## src/rtl/alu_if.sv

```systemverilog
// Execute-stage ALU bus: operands/opcode toward the ALU, registered result and flags back.
// The datapath side uses the master modport, the ALU itself uses slave.
interface alu_if #(
  parameter int WIDTH = 32
);
  logic             in_valid;
  logic [2:0]       ALUControl;
  logic [WIDTH-1:0] A;
  logic [WIDTH-1:0] B;
  logic [WIDTH-1:0] Result;
  logic             Zero_Flag;
  logic             Carry;
  logic             Overflow;
  logic             out_valid;

  modport master (
    output in_valid,
    output ALUControl,
    output A,
    output B,
    input  Result,
    input  Zero_Flag,
    input  Carry,
    input  Overflow,
    input  out_valid
  );

  modport slave (
    input  in_valid,
    input  ALUControl,
    input  A,
    input  B,
    output Result,
    output Zero_Flag,
    output Carry,
    output Overflow,
    output out_valid
  );
endinterface

```

## src/rtl/alu.sv

```systemverilog
// Registered MIPS-style ALU: logic ops, add/sub and signed/unsigned set-less-than
// sharing one adder; result and flags are captured together with one cycle of latency.
module alu #(
  parameter int WIDTH = 32
) (
  input  logic  clk,
  input  logic  rst_n,
  alu_if.slave  bus
);

  localparam logic [2:0] OP_AND  = 3'b000;
  localparam logic [2:0] OP_OR   = 3'b001;
  localparam logic [2:0] OP_ADD  = 3'b010;
  localparam logic [2:0] OP_XOR  = 3'b011;
  localparam logic [2:0] OP_NOR  = 3'b100;
  localparam logic [2:0] OP_SLTU = 3'b101;
  localparam logic [2:0] OP_SUB  = 3'b110;
  localparam logic [2:0] OP_SLT  = 3'b111;

  logic             sub_mode;
  logic [WIDTH-1:0] b_eff;
  logic [WIDTH:0]   sum_full;
  logic [WIDTH-1:0] sum;
  logic             cout;
  logic             ovf_raw;
  logic [WIDTH-1:0] result_nxt;
  logic             carry_nxt;
  logic             overflow_nxt;
  logic             zero_nxt;

  // Compares and SUB all run A + ~B + 1 through the same adder as ADD.
  always_comb begin
    sub_mode = (bus.ALUControl == OP_SLTU) ||
               (bus.ALUControl == OP_SUB)  ||
               (bus.ALUControl == OP_SLT);
    b_eff    = sub_mode ? ~bus.B : bus.B;
    sum_full = {1'b0, bus.A} + {1'b0, b_eff} + {{WIDTH{1'b0}}, sub_mode};
    sum      = sum_full[WIDTH-1:0];
    cout     = sum_full[WIDTH];
    ovf_raw  = (bus.A[WIDTH-1] == b_eff[WIDTH-1]) && (sum[WIDTH-1] != bus.A[WIDTH-1]);
  end

  always_comb begin
    result_nxt   = '0;
    carry_nxt    = 1'b0;
    overflow_nxt = 1'b0;
    case (bus.ALUControl)
      OP_AND:  result_nxt = bus.A & bus.B;
      OP_OR:   result_nxt = bus.A | bus.B;
      OP_XOR:  result_nxt = bus.A ^ bus.B;
      OP_NOR:  result_nxt = ~(bus.A | bus.B);
      OP_ADD: begin
        result_nxt   = sum;
        carry_nxt    = cout;
        overflow_nxt = ovf_raw;
      end
      OP_SUB: begin
        result_nxt   = sum;
        carry_nxt    = cout;
        overflow_nxt = ovf_raw;
      end
      // No-borrow means A >= B unsigned, so less-than is its complement.
      OP_SLTU: begin
        result_nxt = {{(WIDTH-1){1'b0}}, ~cout};
        carry_nxt  = cout;
      end
      // Sign of the difference is wrong exactly when the subtraction overflowed.
      OP_SLT: begin
        result_nxt = {{(WIDTH-1){1'b0}}, sum[WIDTH-1] ^ ovf_raw};
        carry_nxt  = cout;
      end
      default: result_nxt = '0;
    endcase
    zero_nxt = (result_nxt == '0);
  end

  always_ff @(posedge clk or negedge rst_n) begin
    if (!rst_n) begin
      bus.Result    <= '0;
      bus.Zero_Flag <= 1'b0;
      bus.Carry     <= 1'b0;
      bus.Overflow  <= 1'b0;
      bus.out_valid <= 1'b0;
    end else begin
      bus.out_valid <= bus.in_valid;
      if (bus.in_valid) begin
        bus.Result    <= result_nxt;
        bus.Zero_Flag <= zero_nxt;
        bus.Carry     <= carry_nxt;
        bus.Overflow  <= overflow_nxt;
      end
    end
  end

endmodule

```

## src/flat_wrapper.sv

```systemverilog
// flat-port wrapper written by rule: the top's interface ports become plain ports
module alu_flat 
#(
  parameter int WIDTH = 32
)
  (clk, rst_n, bus_in_valid, bus_ALUControl, bus_A, bus_B, bus_Result, bus_Zero_Flag, bus_Carry, bus_Overflow, bus_out_valid);
  alu_if #(.WIDTH(WIDTH)) bus_i ();
  input  logic clk;
  input  logic rst_n;
  input wire logic [$bits(bus_i.in_valid)-1:0] bus_in_valid;
  input wire logic [$bits(bus_i.ALUControl)-1:0] bus_ALUControl;
  input wire logic [$bits(bus_i.A)-1:0] bus_A;
  input wire logic [$bits(bus_i.B)-1:0] bus_B;
  output wire logic [$bits(bus_i.Result)-1:0] bus_Result;
  output wire logic [$bits(bus_i.Zero_Flag)-1:0] bus_Zero_Flag;
  output wire logic [$bits(bus_i.Carry)-1:0] bus_Carry;
  output wire logic [$bits(bus_i.Overflow)-1:0] bus_Overflow;
  output wire logic [$bits(bus_i.out_valid)-1:0] bus_out_valid;
  assign bus_i.in_valid = bus_in_valid;
  assign bus_i.ALUControl = bus_ALUControl;
  assign bus_i.A = bus_A;
  assign bus_i.B = bus_B;
  assign bus_Result = bus_i.Result;
  assign bus_Zero_Flag = bus_i.Zero_Flag;
  assign bus_Carry = bus_i.Carry;
  assign bus_Overflow = bus_i.Overflow;
  assign bus_out_valid = bus_i.out_valid;
  alu #(.WIDTH(WIDTH)) u_core (.clk(clk), .rst_n(rst_n), .bus(bus_i));
endmodule
```

## config.mk

```make
export PLATFORM = sky130hd
export DESIGN_NAME = alu_flat
export DESIGN_NICKNAME = d
export VERILOG_FILES = /design/src/rtl/alu_if.sv /design/src/rtl/alu.sv /design/src/flat_wrapper.sv
export SDC_FILE = /design/constraint.sdc
export NUM_CORES = 1
export LEC_CHECK = 0
export ABC_CLOCK_PERIOD_IN_PS = 800
export BUFFER_PORTS_ARGS = -buffer_cell sky130_fd_sc_hd__buf_2
export CAP_MARGIN = 20
export CORE_MARGIN = 3
export CORE_UTILIZATION = 40
export DETAILED_ROUTE_END_ITERATION = 8
export SLEW_MARGIN = 10
export SYNTH_ARGS = -nofsm -noshare
export SYNTH_HDL_FRONTEND = slang
export SYNTH_SLANG_ARGS = --single-unit
```

## constraint.sdc

```tcl
create_clock -name clk -period 0.8 [get_ports clk]
set_clock_uncertainty 0.05 [all_clocks]
set_input_delay 0.16 -clock clk [delete_from_list [all_inputs] [get_ports clk]]
set_output_delay 0.16 -clock clk [all_outputs]
set_load 0.005 [all_outputs]
```

Word level (Yosys, flattened, before mapping) --
Cells that the tools add are included.
Cells by class: multipliers 0, divide/modulo/power cells 0, add/sub/neg operators 2, reduce and logical (&&, ||, !) cells 7, $lt $le $gt $ge 0, bitwise logic cells 7, shift operators 0, muxes and demuxes 4, equal/unequal tests 9
Operator list (count):
- 32-bit one-hot mux with 7 select lines | 1
- 32-bit NOT | 2
- 32-bit by 32-bit adder with 33-bit output | 1
- 33-bit by 1-bit adder with 33-bit output | 1
- 32-bit AND | 1
- 32-bit zero test | 1
- 32-bit 2-to-1 mux | 1
- 32-bit bitwise OR | 1
- 32-bit bitwise XOR | 1
- 3-bit equality test, second input constant | 4
- 3-bit by 2-bit equality test with 1-bit output, second input constant | 2
- 4-bit OR reduction | 1
- 3-bit by 1-bit equality test with 1-bit output, second input constant | 1
- 3-bit zero test | 1
- 1-bit logical OR | 2
- 1-bit 2-to-1 mux | 2
- 2-bit OR reduction | 1
- 1-bit equality test | 1
- 1-bit logical AND | 1
- 1-bit != test | 1
- 1-bit NOT | 1
- 1-bit bitwise XOR | 1
Storage, ports and cells: register bits after elaboration 36, latch bits 0, RAM bits 0, memories kept 0, memory bits (read-only) 0, output and inout bits 36

Logic depth before layout (Yosys ltp) --
depth after elaboration 11, depth in mapped cells 16

Worst setup path before layout --
Ideal clock, no wire load.
kind input-to-reg, start point in bus_ALUControl[0], end point reg u_core.bus.Zero_Flag, setup time 0.103 ns, path slack -2.869 ns, arrival 3.515 ns, stages 16, path through buf_2 -> o21ai_4 -> buf_1 -> xnor2_1 -> ha_1 -> buf_2 -> nand4_1 -> or3b_1 -> o211a_2 -> o31a_1 -> xnor2_1 -> a211oi_1 -> nand4_1 -> nor4_1 -> nand4_1 -> o41ai_2
Between the ends: cells in the longest elaborated chain, start to end 11
RTL lines:
- start: declaration | RTL line flat_wrapper.sv:11 | input wire logic [$bits(bus_i.ALUControl)-1:0] bus_ALUControl;
- 3-bit equality test (on tied branches) | RTL line alu.sv:33, alu.sv:47, alu.sv:34
- 1-bit logical OR | RTL line alu.sv:33 | sub_mode = (bus.ALUControl == OP_SLTU) ||
- 1-bit logical OR | RTL line alu.sv:34 | (bus.ALUControl == OP_SUB) ||
- 32-bit 2-to-1 mux | RTL line alu.sv:36 | b_eff = sub_mode ? ~bus.B : bus.B;
- 32-bit by 32-bit adder with 33-bit output | RTL line alu.sv:37 | sum_full = {1'b0, bus.A} + {1'b0, b_eff} + {{WIDTH{1'b0}}, sub_mode};
- 33-bit by 1-bit adder with 33-bit output | RTL line alu.sv:37
- 1-bit != test | RTL line alu.sv:40 | ovf_raw = (bus.A[WIDTH-1] == b_eff[WIDTH-1]) && (sum[WIDTH-1] != bus.A[WIDTH-1]);
- 1-bit logical AND | RTL line alu.sv:40
- 1-bit bitwise XOR | RTL line alu.sv:69 | result_nxt = {{(WIDTH-1){1'b0}}, sum[WIDTH-1] ^ ovf_raw};
- 32-bit one-hot mux with 7 select lines (*) | RTL line alu.sv:47 | case (bus.ALUControl)
- 32-bit zero test (*) | RTL line alu.sv:74 | zero_nxt = (result_nxt == '0);
- end signal: assignment | RTL line alu.sv:88 | bus.Zero_Flag <= zero_nxt;
- end: declaration | RTL line alu_if.sv:34 | output Zero_Flag,
Mark *: on every way between the ends. The rest lies on a longest branch, timed or not. A chain may end at the register's enable or synchronous reset.

Final worst setup path --
start point in bus_ALUControl[1], end point reg u_core.bus.Zero_Flag
Same word-level chain as after synthesis.

==> impl_metrics.json <==
{
  "ctsLongestPathBuffers": 2,
  "drtIter0Drc": 470,
  "drc": 0,
  "grt_max_degree": 58,
  "clockRootBuffer": "clkbuf_16",
  "powerDensity_nw_per_um2": 1360,
  "cp-endpoint": "u_core.bus.Zero_Flag$_DFFE_PN0P_",
  "violations": "setup timing",
  "synth_top_area_cell": "ha_1",
  "fin_ws_ps": -2450,
  "area_growth_pct": 59.7,
  "synth_ff_type": "dfrtp_1",
  "io_pins": 106,
  "synth.yosys.seq_area_share": 0.148,
  "fmax_mhz": 308,
  "crit_fanout": 9,
  "grt_overflow": 0,
  "nNetsFinal": 1313,
  "fp-row-count": 44,
  "critPathLaunchType": "primary input",
  "post-route-min-period_ps": 3250,
  "first_pass_iters": 5,
  "endpoint_kind": "flop",
  "grt_usage": 0.246,
  "arrival_ps": 3370,
  "numCtsBuffers": 5,
  "clock_latency_ps": 270,
  "status": "finished, violations left",
  "path_class": "primary input to flop",
  "holdPathStages": 4,
  "layout_commonest_cell": "buf_4",
  "worstPathCellList": "buf_8 > o21ai_4 > buf_12 > buf_8 > xnor2_2 > ha_1 > buf_6 > a21oi_4 > nor3b_4 > buf_6 > a211oi_4 > nor3_2 > buf_4 > xnor2_1 > a221oi_2 > and4b_1 > nand4_1 > o41ai_2",
  "drv_cap": 0,
  "synth_area_leaders": "ha_1, dfrtp_1, a21oi_1",
  "crit_required_ps": 920,
  "fp.dieH_um": 129,
  "vias_per_cell": 5.34,
  "dp_hpwl_mm": 16.1,
  "worstHoldPathType": "primary input to flop",
  "num_vias": 7104,
  "layout-drive-gt1-share": 0.445,
  "p_leak_uw": 0.00494,
  "ys_types": 64,
  "die_area_um2": 16700,
  "routed_wirelength_mm": 21.7,
  "chipWidth_um": 129,
  "setup_viol": 71,
  "cts_max_level": 2,
  "finalCritPeriodShare": 4.06,
  "syn_nets": 975,
  "grt_pass1_wl_mm": 33.5,
  "cts.sinks": 36,
  "n_antenna_cell": 0,
  "wl_per_cell_um": 16.3,
  "syn-cell-area_um2": 6090,
  "antenna_found_initial": 0,
  "r2r-start": "u_core.bus.Result[18]$_DFFE_PN0P_",
  "reg2regPathDepth": 2,
  "worstSetupStartpoint": "bus_ALUControl[1]",
  "port_buffers": 105,
  "ys.warnings.count": 0,
  "place_congestion": 0.972,
  "async_flop_share": 1.00,
  "path_clk_slew_ps": 60,
  "synth_top_area_share": 0.197,
  "synth_edf_count": 0,
  "coreArea_um2": 14700,
  "fin_cells": 1331,
  "grt_pass1_vias": 6698,
  "hold_violations": 0,
  "finalMaxSlewViolations": 0,
  "finalPower_uw": 13200,
  "cts_tree": "yes",
  "r2r-end": "u_core.bus.Result[18]$_DFFE_PN0P_",
  "fillers": 1277,
  "seq_area_um2": 901,
  "mostFrequentLayoutCells": "buf_4, buf_2, inv_1",
  "tightest_slew_ps": 737,
  "syn_avg_cell_area_um2": 7.54,
  "syn_inst": 808,
  "rsz0062_at_grt": "true",
  "drtAntennaViolNets": 0,
  "initial_core_util": 0.414,
  "slowest_delay_ps": 380,
  "synth_seq_cells": 36,
  "peakVddDrop_v": 0.000835,
  "reg2reg_slack_ps": -180,
  "multi_input_area_um2": 5310,
  "dp.cells": 1271,
  "slowest_stage": "a221oi_2",
  "slew_headroom": 0.503
}
[worst max-delay path, delay by kind of cell]
family                     cells  cell delay [ps]
adders and majority gates      1              340
buffers and inverters          6              850
xor gates and xnor gates       2              130
and+or+nand+nor                4              880
AOI/OAI and AO/OA              5             1000
[where the power goes]
part / leakage [µW] / internal, µW / switching [µW]
Sequential: 0.000437 / 2110 / 165
Clock: 0.0000798 / 1460 / 727
Combinational: 0.00443 / 4520 / 4240
[registers in the layout, indices dropped and copies added (netlist names)]
signal                cells
u_core.bus.Carry          1
u_core.bus.Result        32
u_core.bus.out_valid      1
u_core.bus.Zero_Flag      1
u_core.bus.Overflow       1
[logic make-up after synthesis]
group	share of synthesized area
AND/OR/NAND/NOR	0.169
AO/OA/AOI/OAI	0.255
adder cells (fa/ha/maj)	0.200
multiplexers	0.0651
flip-flops	0.148
XOR/XNOR	0.0690
buffers and inverters	0.0934
[what timing repair did]
| item | in CTS | in global routing |
|---|---|---|
| pin swaps | 53 | 29 |
| gates resized for setup | 92 | 49 |
| hold endpoints to repair | 36 | 0 |
| setup buffers | 38 | 14 |
| hold buffers | 1 | 0 |
| setup endpoints to repair | 71 | 71 |
| gates cloned | 0 | 1 |
[Yosys cell counts (14+ instances only)]
| cell | number |
|---|---|
| inv_1 | 96 |
| nand2_1 | 50 |
| clkbuf_1 | 30 |
| dfrtp_1 | 36 |
| xnor2_1 | 42 |
| o21ai_0 | 27 |
| nor3_1 | 16 |
| a22oi_1 | 24 |
| nor2b_1 | 14 |
| nor2_1 | 60 |
| buf_2 | 14 |
| nand2b_1 | 15 |
| ha_1 | 96 |
| a21oi_1 | 75 |
| mux2i_1 | 25 |
[worst min-delay path by stage]
stage	start	to	slack, ps
floorplan	rst_n	u_core.bus.Carry$_DFFE_PN0P_	-190
global placement	rst_n	u_core.bus.Result[18]$_DFFE_PN0P_	90
detailed placement	rst_n	u_core.bus.Result[19]$_DFFE_PN0P_	90
CTS	bus_in_valid	u_core.bus.Result[2]$_DFFE_PN0P_	300
global route	bus_in_valid	u_core.bus.Result[2]$_DFFE_PN0P_	340
finish	bus_in_valid	u_core.bus.Result[2]$_DFFE_PN0P_	320
[through the flow]
stage	setup TNS (ps)	area [µm²]	hold slack (ps)	utilization	setup WS (ps)
finish	-73390	9730	316	0.662	-2450
global route	-78260	9730	338	0.662	-2580
CTS	-72320	9390	300	0.639	-2430
detailed placement	-78510	8480	88.1	0.577	-2960
global placement	-77490	8480	87.2	0.577	-2920
floorplan	-64860	6280	-186	-	-2480
[final cells by class]
type,count,area share
Clock inverter,3,0.00437
Multi-Input combinational cell,627,0.546
Timing Repair Buffer,380,0.283
Clock buffer,5,0.0129
Sequential cell,36,0.0926
Inverter,96,0.0370
Tap cell,184,0.0237
[layer usage]
layer / vias to the layer above / part of all wire / GRT usage
met4: 0 / 0.019 / 0.0562
li1: 3526 / - / -
met2: 210 / 0.46 / 0.406
met3: 29 / 0.049 / 0.0210
met1: 3339 / 0.47 / 0.351
met5: - / 0 / 0
Note: power is estimated with default switching activity, not from simulation.
